File: src/rtl/cfu_wb_burst_fetch.sv
// Wishbone incrementing-burst read engine for the CFU datapath.
// Streams returned words into a small FIFO drained over valid/ready.
module cfu_wb_burst_fetch #(
   parameter int FIFO_DEPTH = 4,
   parameter int LEN_W      = 8
) (
   input  logic             clk,
   input  logic             reset,
   input  logic             req_valid,
   output logic             req_ready,
   input  logic [29:0]      req_addr,
   input  logic [LEN_W-1:0] req_len,
   output logic             busy,
   output logic             out_valid,
   input  logic             out_ready,
   output logic [31:0]      out_data,
   output logic             out_last,
   output logic             out_err,
   output logic [29:0]      cfu_ram_adr,
   output logic [31:0]      cfu_ram_dat_mosi,
   output logic [3:0]       cfu_ram_sel,
   output logic             cfu_ram_cyc,
   output logic             cfu_ram_stb,
   output logic             cfu_ram_we,
   output logic [2:0]       cfu_ram_cti,
   output logic [1:0]       cfu_ram_bte,
   input  logic [31:0]      cfu_ram_dat_miso,
   input  logic             cfu_ram_ack,
   input  logic             cfu_ram_err
);

   localparam int CW = $clog2(FIFO_DEPTH);
   localparam logic [CW:0] FULL = (CW+1)'(FIFO_DEPTH);

   typedef enum logic [1:0] {IDLE, BURST, DRAIN} state_t;

   state_t           state;
   state_t           state_nx;
   logic [29:0]      adr_q;
   logic [LEN_W-1:0] remaining;
   logic [31:0]      mem_d [FIFO_DEPTH];
   logic             mem_l [FIFO_DEPTH];
   logic             mem_e [FIFO_DEPTH];
   logic [CW-1:0]    wr_ptr;
   logic [CW-1:0]    rd_ptr;
   logic [CW:0]      count;
   logic             last_beat;
   logic             beat;
   logic             pop;

   assign last_beat = remaining == LEN_W'(1);

   // stb is gated on the registered count so an accepted beat always fits
   assign cfu_ram_cyc = state == BURST;
   assign cfu_ram_stb = (state == BURST) && (count < FULL);
   assign cfu_ram_cti = (state != BURST) ? 3'b000 :
                        last_beat        ? 3'b111 : 3'b010;
   assign cfu_ram_adr      = adr_q;
   assign cfu_ram_dat_mosi = '0;
   assign cfu_ram_sel      = 4'b1111;
   assign cfu_ram_we       = 1'b0;
   assign cfu_ram_bte      = 2'b00;

   assign beat      = cfu_ram_stb && (cfu_ram_ack || cfu_ram_err);
   assign out_valid = count != '0;
   assign pop       = out_valid && out_ready;
   assign out_data  = out_valid ? mem_d[rd_ptr] : '0;
   assign out_last  = out_valid && mem_l[rd_ptr];
   assign out_err   = out_valid && mem_e[rd_ptr];

   assign req_ready = state == IDLE;
   assign busy      = state != IDLE;

   always_ff @(negedge clk or posedge reset) begin
      if (reset) state <= IDLE;
      else       state <= state_nx;
   end

   always_comb begin
      state_nx = state;
      unique case (state)
         IDLE:
            if (req_valid)
               state_nx = (req_len != '0) ? BURST : DRAIN;
         BURST:
            if (beat && (cfu_ram_err || last_beat))
               state_nx = DRAIN;
         DRAIN:
            if (count == '0)
               state_nx = IDLE;
         default: state_nx = IDLE;
      endcase
   end

   always_ff @(negedge clk or posedge reset) begin
      if (reset) begin
         adr_q     <= '0;
         remaining <= '0;
         wr_ptr    <= '0;
         rd_ptr    <= '0;
         count     <= '0;
      end else begin
         if (state == IDLE && req_valid) begin
            adr_q     <= req_addr;
            remaining <= req_len;
         end else if (beat && !cfu_ram_err) begin
            adr_q     <= adr_q + 30'd1;
            remaining <= remaining - LEN_W'(1);
         end
         if (beat) wr_ptr <= wr_ptr + CW'(1);
         if (pop)  rd_ptr <= rd_ptr + CW'(1);
         unique case ({beat, pop})
            2'b10:   count <= count + (CW+1)'(1);
            2'b01:   count <= count - (CW+1)'(1);
            default: count <= count;
         endcase
      end
   end

   // error beats carry zero data and terminate the stream
   always_ff @(negedge clk) begin
      if (beat) begin
         mem_d[wr_ptr] <= cfu_ram_err ? 32'd0 : cfu_ram_dat_miso;
         mem_l[wr_ptr] <= cfu_ram_err || last_beat;
         mem_e[wr_ptr] <= cfu_ram_err;
      end
   end

endmodule

File: config.mk
export PLATFORM = sky130hd
export DESIGN_NAME = cfu_wb_burst_fetch
export DESIGN_NICKNAME = d
export VERILOG_FILES = /design/src/rtl/cfu_wb_burst_fetch.sv
export SDC_FILE = /design/constraint.sdc
export NUM_CORES = 1
export LEC_CHECK = 0
export BUFFER_PORTS_ARGS = -buffer_cell sky130_fd_sc_hd__buf_2
export CAP_MARGIN = 20
export CORE_MARGIN = 5
export CORE_UTILIZATION = 55
export CTS_CLUSTER_DIAMETER = 80
export CTS_CLUSTER_SIZE = 28
export DETAILED_ROUTE_END_ITERATION = 10
export PLACE_DENSITY_LB_ADDON = 0.25
export SLEW_MARGIN = 20
export SYNTH_ARGS = -nofsm -noshare
export SYNTH_HDL_FRONTEND = slang
export SYNTH_SLANG_ARGS = --single-unit
File: constraint.sdc
create_clock -name clk -period 3.4 [get_ports clk]
set_input_delay 0.51 -clock clk [delete_from_list [all_inputs] [get_ports clk]]
set_output_delay 0.51 -clock clk [all_outputs]
set_load 0.01 [all_outputs]
==> results of run 1 <==
-- what timing repair did --
action,in CTS,in global routing
buffers inserted,7,11
gates cloned,1,3
pin swaps,17,5
endpoints found under the setup margin,42,43
gates resized for setup,46,14
-- layout by cell type, fill, tap and decap left out, types with 7 or more instances in the layout --
cell       synthesis  layout
buf_6              1      43
xor2_1             7       7
clkbuf_16          0      23
buf_4             41      52
mux4_2            34      34
nor2_1            19      17
nor3_1            12      11
and2_4             0      33
buf_12             0      14
nand2_1           52      52
conb_1             2      39
ha_1               8       7
inv_1             15     146
o21ai_0           20      20
dfrtn_1           47      47
buf_2              7     106
nor2b_1           33      33
edfxtp_1         136     136
nand3_1           19      18
a221o_1           10      10
-- worst reg2reg max path, delay by kind of cell, from the launching register on --
| family | cells | cell delay [ns] |
|---|---|---|
| buffers and inverters | 1 | 0.15 |
| and+or+nand+nor | 2 | 0.84 |
| DFF | 1 | 0.48 |
| AOI/OAI and AO/OA | 3 | 0.69 |
-- power breakdown --
part | total [mW] | leakage (nW) | internal [mW] | switching, mW
registers | 3.25 | 1.82 | 2.87 | 0.380
clock network | 2.65 | 1.03 | 1.31 | 1.35
logic | 4.23 | 2.31 | 2.39 | 1.84
total | 10.1 | 5.16 | 6.56 | 3.57
-- logic make-up after synthesis --
logic type / count (synthesis) / synth area share
multiplexers: 35 / 0.0919
buffers and inverters: 83 / 0.0571
XOR/XNOR: 13 / 0.0135
flip-flops: 183 / 0.623
AO/OA/AOI/OAI: 73 / 0.0618
adder cells (fa/ha/maj): 9 / 0.0142
AND/OR/NAND/NOR: 209 / 0.137
other: 2 / 0.000890
-- synth_stat cells (2+ instances only) --
cell | count | area (um^2)
nand2_1 | 52 | 195
inv_1 | 15 | 56.3
and2_1 | 40 | 250
xnor2_1 | 6 | 52.6
o21a_1 | 2 | 15.0
a31oi_1 | 6 | 37.5
nand3b_1 | 2 | 15.0
nand2b_1 | 2 | 12.5
edfxtp_1 | 136 | 4080
nor4_1 | 5 | 31.3
mux4_2 | 34 | 766
nor4_4 | 2 | 42.5
nor2b_1 | 33 | 206
clkbuf_1 | 19 | 71.3
buf_4 | 41 | 308
a21o_1 | 3 | 22.5
o21ai_0 | 20 | 100
or3_1 | 7 | 43.8
nand3_1 | 19 | 95.1
o311a_1 | 2 | 20.0
buf_2 | 7 | 35.0
nor2_1 | 19 | 71.3
dfrtn_1 | 47 | 1180
xor2_1 | 7 | 61.3
a221o_1 | 10 | 100
ha_1 | 8 | 100
nand4_2 | 2 | 25.0
o311ai_0 | 6 | 52.6
a22oi_1 | 2 | 15.0
a211o_1 | 3 | 26.3
conb_1 | 2 | 7.51
o211ai_1 | 4 | 30.0
and3_1 | 4 | 25.0
a21oi_1 | 6 | 30.0
nor3_1 | 12 | 60.1
a41oi_1 | 2 | 17.5
nand4_1 | 6 | 37.5
-- state kept, by name, summed over array words and instances, names as in the netlist --
| signal | flops |
|---|---|
| mem_d | 128 |
| state | 2 |
| mem_e | 4 |
| cfu_ram_adr | 30 |
| count | 3 |
| mem_l | 4 |
| rd_ptr | 2 |
| remaining | 8 |
| wr_ptr | 2 |
-- metal layers --
metal | track usage | routed length [um] | vias to the layer above
li1 | - | - | 2878
met1 | 0.274 | 8210 | 3048
met2 | 0.405 | 11200 | 241
met3 | 0.0671 | 1230 | 27
met4 | 0.110 | 435 | 0
met5 | 0 | 0 | -
-- final timing paths --
kind                            startpoint              end
setup / recovery                 rd_ptr[0]     out_data[21]
hold / removal             cfu_ram_adr[29]  cfu_ram_adr[29]
setup reg to reg            cfu_ram_adr[2]  cfu_ram_adr[24]
hold reg to reg            cfu_ram_adr[29]  cfu_ram_adr[29]
max in group asynchronous            reset     remaining[5]
min in group asynchronous            reset  cfu_ram_adr[24]
-- cell type report --
cell class	count	share of cell area
Clock buffer	20	0.0435
Tap cell	188	0.0205
Timing Repair Buffer	220	0.158
Clock inverter	148	0.0539
Inverter	14	0.00479
Multi-Input combinational cell	378	0.262
Sequential cell	183	0.457
Antenna cell	1	0.000218
-- stage by stage --
| step | power, mW | utilization |
|---|---|---|
| after floorplan | 5.70 | - |
| after global placement | 6.79 | 0.648 |
| after detailed placement | 6.90 | 0.648 |
| after CTS | 9.90 | 0.745 |
| after global routing | 10.8 | 0.759 |
| final | 10.1 | 0.759 |
==> run metrics, run 1 <==
Worst setup EP type=output pin; fill cell count=approximately 910; Final Max Slew Viols=0; Worst Skew=0.0852 ns; CTS Hold Buffers Added=0; first-pass GRT wire length=32.8 mm; largest net degree at the start of global routing=34; Reg clk slew, reported paths=0.06 ns; worst-skew pair later-pin latency=roughly 0.48 ns; final setup margin=-0.778 ns; Worst EP required=~2.9 ns; WP buf/inv=3; GRT Util Overall=0.235; RSZ-0062 raised after global routing=yes; ratio of cells with drive above 1 in the final layout=0.357; Synth Cell Area=8440 um^2; power density cells=881 nW/um^2; die height=134 um; H-tree depth=4; CTS buffer count=17; EDFF count, synth=~140; worst vdd ir=a little over 0.0005 V; WP data arrival=around 3.7 ns; syn avg cell area=13.9 um^2; FF+latch count, synth=183; ys async rst share=0.257; sum of negative setup slack=-26.75 ns; antenna violations before repair=1; CTS tree=done; Worst slew margin=0.559; reg2reg setup slack=1.09 ns; vias=6194; final setup violation count=between 40 and 50; cell count after placement=963; placer congestion estimate=between 0.8 and 0.9; I/O Pins=187; pre-CTS WS=-0.409 ns; gr ovfl total=0; clk buf depth=2; routed wire length=21.1 mm; register area=about 5300 um^2; Detail Route Antenna Nets=0; crit path max fanout=10; worst reg2reg path depth=6; # port buffers=147; Largest delay share family, worst path=multiplexers; outcome=complete, but fails checks; vias in the first global route=6635; Die W=roughly 130 um; Worst Max-Slew Pin Slew=0.656 ns; Yosys warning count=0; Initial Util=0.557; hold crit path type=reg -> reg; Sink Count=approximately 180; Nets=1035; clock root buffer master=clkbuf_16; post-synthesis sequential area ratio=0.623; final non-filler cell total=1152; post-placement cell area=slightly below 10000 um^2; WS Path Type=reg -> out; die area=17900 um^2; hold slack=0.515 ns; Finished Cell Area=11500 um^2; startpoint types=register; Worst path max stage delay=0.53 ns; Crit. path cell count=5; Max-Cap Viols=0; crit-path cells=buf_12 -> buf_16 -> mux4_2 -> and2_4 -> buf_6; multi-input logic area=3010 um^2; Fin. Hold Viols=0; synthesized instance count=607; cell row count=45; DP HPWL=13.1 mm; CORE AREA=15100 um^2; Synth Flop Type=edfxtp_1; failing checks=negative setup slack; wire length per cell=18.3 um; first-pass iteration count of the detailed router=6; Slowest cell on crit path=mux4_2; DRC Markers=0; DR vias/cell=5.38; hold path depth=2; Yosys cell types=51; static leakage=around 5.2 nW; P&R area growth vs syn=36.3%; Initial DRC Count=386
(Power assumes the default switching activity.)
==> inputs of run 2 (changes only) <==
Settings changed: GPL_TIMING_DRIVEN set to 0, MAX_ROUTING_LAYER set to met4.
==> run 2 against run 1 <==
  * The flow still finishes with violations (negative setup slack)
  * Non-clock buffer count grew 24
  * Clock power decreased by 2%
  * Combinational power decreased by 0.9%
  * Power shrank 0.90%
==> run metrics, run 2 (synthesis results as in run 1) <==
Final Max Slew Viols=0; power density cells=872 nW/um^2; wire length per cell=18.2 um; hold slack=0.473 ns; clk buf depth=2; most frequent cells in the layout=inv_1 (147), edfxtp_1 (136), buf_2 (109); RSZ-0062 raised after global routing=yes; HP Start=count[2]; CORE AREA=around 15000 um^2; gr ovfl total=0; combinational power share=0.417; Power, Total=10.0 mW; Die W=134 um; Fin. Hold Viols=0; P&R area growth vs syn=36.5%; CTS buffer count=17; placer congestion estimate=0.888; Most flops, register=mem_d; max reg flops=128; worst reg2reg path depth=6; routed wire length=21.4 mm; Worst EP required=roughly 2.9 ns; startpoint types=register; hold crit path type=reg -> reg; outcome=complete, but fails checks; DRC Markers=0; WP data arrival=3.64 ns; leading cell type in the layout, fill and taps excluded=inv_1; Worst Skew=0.0732 ns; hold path depth=1; I/O Pins=about 190; first-pass GRT wire length=33.6 mm; largest net degree at the start of global routing=35; Worst slew margin=0.582; ratio of cells with drive above 1 in the final layout=0.367; total net switching power=3.57 mW; WS Path Type=reg -> out; crit-path cells=buf_12 -> clkbuf_16 -> mux4_2 -> and2_4 -> buf_6; clock root buffer master=clkbuf_16; Min-Delay Endpoint=count[2]; first-pass iteration count of the detailed router=5; Sink Count=183; CTS tree=done; final setup margin=-0.752 ns; failing checks=negative setup slack; vias=about 6400; DP HPWL=13.3 mm; static leakage=between 5 and 6 nW; final setup violation count=42; Seq pwr share=0.324; R2R Path Start=cfu_ram_adr[2]; vias in the first global route=6947; Detail Route Antenna Nets=0; worst-skew pair later-pin latency=0.47 ns; capturing point of the worst reg2reg path=cfu_ram_adr[17]; antenna violations before repair=1; Initial Util=0.557; die height=134 um; die area=approximately 18000 um^2; Max-Cap Viols=0; switching portion of total power=0.355; Nets=1059; crit path max fanout=7; reg2reg setup slack=about 1.2 ns; Worst setup EP type=output pin; worst vdd ir=~0.00048 V; cell row count=45; Slowest cell on crit path=mux4_2; Initial DRC Count=~430; Int Pwr=about 6.5 mW; GRT Util Overall=0.248; fill cell count=914; Reg clk slew, reported paths=0.05 ns; DR vias/cell=5.47; H-tree depth=4; Worst Max-Slew Pin Slew=about 0.63 ns; power share of the clock group=0.259; # port buffers=147; Worst path max stage delay=0.49 ns
-- run 2: area by class of cell --
| class | count | area [um^2] | share of cell area |
|---|---|---|---|
| diodes | 1 | 2.50 | 0.000217 |
| plain buffers | 67 | 556 | 0.0482 |
| clock buffers | 18 | 450 | 0.0391 |
| clock inverters | 149 | 643 | 0.0558 |
| inverters | 14 | 55.1 | 0.00478 |
| multi-input cells | 378 | 3030 | 0.263 |
| flip-flops and latches | 183 | 5260 | 0.457 |
| well taps | 188 | 235 | 0.0204 |
| repair buffers | 177 | 1280 | 0.111 |
-- run 2: metrics by stage --
| step | setup TNS (ns) | instances | worst slack (ns) | cell area [um^2] | util |
|---|---|---|---|---|---|
| after floorplan | -5.21 | 644 | -0.185 | 8760 | - |
| after global placement | -123.57 | 979 | -0.662 | 9730 | 0.643 |
| after detailed placement | -104.76 | 980 | -0.623 | 9750 | 0.644 |
| after CTS | -26.04 | 1161 | -0.745 | 11400 | 0.750 |
| after global routing | -29.17 | 1175 | -0.816 | 11500 | 0.760 |
| final | -26.59 | 1175 | -0.752 | 11500 | 0.760 |
-- run 2: worst max-delay path by stage --
stage	slack, ns	end	from
after floorplan	-0.18	out_data[23]	rd_ptr[0]
after global placement	-0.66	out_data[18]	count[2]
after detailed placement	-0.62	cfu_ram_adr[16]	cfu_ram_err
after CTS	-0.74	out_data[8]	rd_ptr[0]
after global routing	-0.82	out_data[20]	rd_ptr[0]
final	-0.75	out_data[9]	rd_ptr[0]
-- run 2: metal layers --
metal	wire length, um	GRT usage
met1	8280	0.281
met2	11200	0.405
met3	1420	0.0821
met4	466	0.107
met5	0	-
-- run 2: timing repair --
action | CTS | global route
resized for setup | 77 | 11
endpoints found under the setup margin | 192 | 67
pin swaps | 17 | 7
hold buffers | 0 | 0
gates cloned | 0 | 2
setup buffers | 16 | 11
-- run 2: worst max-delay path, delay by kind of cell, from the launching register on --
family | cells | cell delay, ns
buf+inv | 3 | 0.44
flops | 1 | 0.43
mux | 1 | 0.49
simple gates | 1 | 0.18
-- run 2: power groups by stage --
| stage | registers [mW] | logic, mW | clock network, mW |
|---|---|---|---|
| 2_1_floorplan | 3.27 | 2.20 | 0.239 |
| 3_3_place_gp | 3.24 | 3.18 | 0.239 |
| 3_5_place_dp | 3.28 | 3.25 | 0.239 |
| 4_1_cts | 3.25 | 3.99 | 2.63 |
| 5_1_grt | 3.29 | 4.46 | 2.89 |
| 6_report | 3.25 | 4.19 | 2.60 |
==> inputs of run 3 (changes only) <==
Settings changed: CORE_UTILIZATION 55 to 45, HOLD_SLACK_MARGIN set to 0.02, TNS_END_PERCENT set to 10.
==> run 3 against run 2 <==
  * The run still ends with negative setup slack left
  * Sequential share of layout area up 0.39 points
  * Clock power up 7%
  * Utilization decreased by 15 points
  * Sequential cell count did not move
  * Largest cell class unchanged
==> run metrics, run 3 (synthesis results as in run 1) <==
Worst Skew=0.0842 ns; worst reg2reg path depth=4; power share of the clock group=0.285; Max-Cap Viols=0; CTS Hold Buffers Added=0; hold crit path type=reg -> reg; ratio of cells with drive above 1 in the final layout=0.347; total net switching power=~3.6 mW; cell row count=50; gr ovfl total=0; worst vdd ir=0.000427 V; static leakage=between 5 and 6 nW; switching portion of total power=0.369; fill cell count=1470; Worst EP required=2.89 ns; clock root buffer master=clkbuf_16; startpoint types=register; die height=147 um; largest net degree at the start of global routing=35; hold slack=0.442 ns; first-pass iteration count of the detailed router=7; combinational power share=0.379; CTS tree=done; Slowest cell on crit path=mux4_2; P&R area growth vs syn=35.3%; CORE AREA=roughly 19000 um^2; Worst setup EP type=output pin; # port buffers=147; H-tree depth=4; placer congestion estimate=roughly 0.9; reg2reg setup slack=1.16 ns; DP HPWL=13.8 mm; DR vias/cell=5.15; final setup margin=-0.767 ns; I/O Pins=187; worst-skew pair later-pin latency=0.48 ns; Power, Total=9.78 mW; Initial Util=0.454; vias in the first global route=6744; RSZ-0062 raised after global routing=yes; Worst Max-Slew Pin Slew=0.663 ns; Reg clk slew, reported paths=~0.050 ns; max reg flops=128; leading cell type in the layout, fill and taps excluded=inv_1; Sink Count=183; first-pass GRT wire length=32.5 mm; Die W=around 150 um; crit-path cells=buf_12 -> buf_4 -> mux4_2 -> and2_4 -> buf_2; final non-filler cell total=1205; Fin. Hold Viols=0; power density cells=857 nW/um^2; crit path max fanout=10; Initial DRC Count=321; Most flops, register=mem_d; CTS buffer count=17; clk buf depth=2; wire length per cell=16.9 um; Int Pwr=approximately 6 mW; antenna violations before repair=1; WP data arrival=between 3 and 4 ns; vias=6204; hold path depth=1; Final Max Slew Viols=0; cell count after placement=slightly above 1000; Nets=~1000; most frequent cells in the layout=inv_1 (149), edfxtp_1 (136), buf_2 (123); Seq pwr share=0.336; GRT Util Overall=0.196; WS Path Type=reg -> out; Worst path max stage delay=0.50 ns; outcome=complete, but fails checks; Detail Route Antenna Nets=0; routed wire length=20.4 mm; final setup violation count=42; failing checks=negative setup slack; DRC Markers=0; Worst slew margin=0.558; die area=21600 um^2
## run 3: worst paths after layout
path / startpoint / endpoint
setup / recovery: rd_ptr[0] / out_err
hold / removal: count[0] / count[0]
setup reg to reg: state[0] / mem_d[1][8]
hold reg to reg: count[0] / count[0]
max in group asynchronous: reset / cfu_ram_adr[10]
min in group asynchronous: reset / cfu_ram_adr[29]
## run 3: layout make-up
class / count / area, um^2 / share of cell area
Multi-Input combinational cell: 378 / 2970 / 0.260
Sequential cell: 183 / 5260 / 0.461
Timing Repair Buffer: 161 / 1130 / 0.0992
Buffer: 66 / 517 / 0.0453
Antenna cell: 1 / 2.50 / 0.000219
Clock buffer: 17 / 425 / 0.0373
Tap cell: 234 / 293 / 0.0256
Inverter: 14 / 52.6 / 0.00460
Clock inverter: 151 / 762 / 0.0667
## run 3: through the flow
step                area (um^2)  setup TNS, ns  utilization  setup WS [ns]
floorplan                  8680         -38.77            -         -0.315
global placement           9700        -214.38        0.522          -1.28
detailed placement         9820        -108.78        0.528         -0.874
CTS                       11300         -27.53        0.607         -0.771
global route              11400         -29.74        0.615         -0.809
finish                    11400         -27.39        0.615         -0.767
## run 3: worst max-delay path, delay by kind of cell, from the launching register on
family	cells	cell delay, ns
flip-flops	1	0.43
buffers and inverters	3	0.44
AND/OR/NAND/NOR	1	0.18
multiplexers	1	0.50
## run 3: per-layer routing
metal / track usage / vias to the layer above / share of wire
met2: 0.331 / 223 / 0.54
met3: 0.0580 / 26 / 0.062
met4: 0.0811 / 0 / 0.013
met5: - / - / 0
li1: - / 2899 / -
met1: 0.217 / 3056 / 0.39
## run 3: repair_timing
item                                   CTS  global route
setup endpoints to repair              130            63
gates cloned                             0             3
gates resized for setup                 56            13
endpoints found under the hold margin    0             0
buffers inserted                         6             1
pin swaps                                6             5
## run 3: power by group through the flow
stage / Combinational [mW] / Sequential (mW) / Clock [mW]
2_1_floorplan: 2.05 / 3.26 / 0.239
3_3_place_gp: 3.05 / 3.25 / 0.239
3_5_place_dp: 3.14 / 3.27 / 0.239
4_1_cts: 3.54 / 3.27 / 2.85
5_1_grt: 4.00 / 3.34 / 3.11
6_report: 3.70 / 3.29 / 2.79
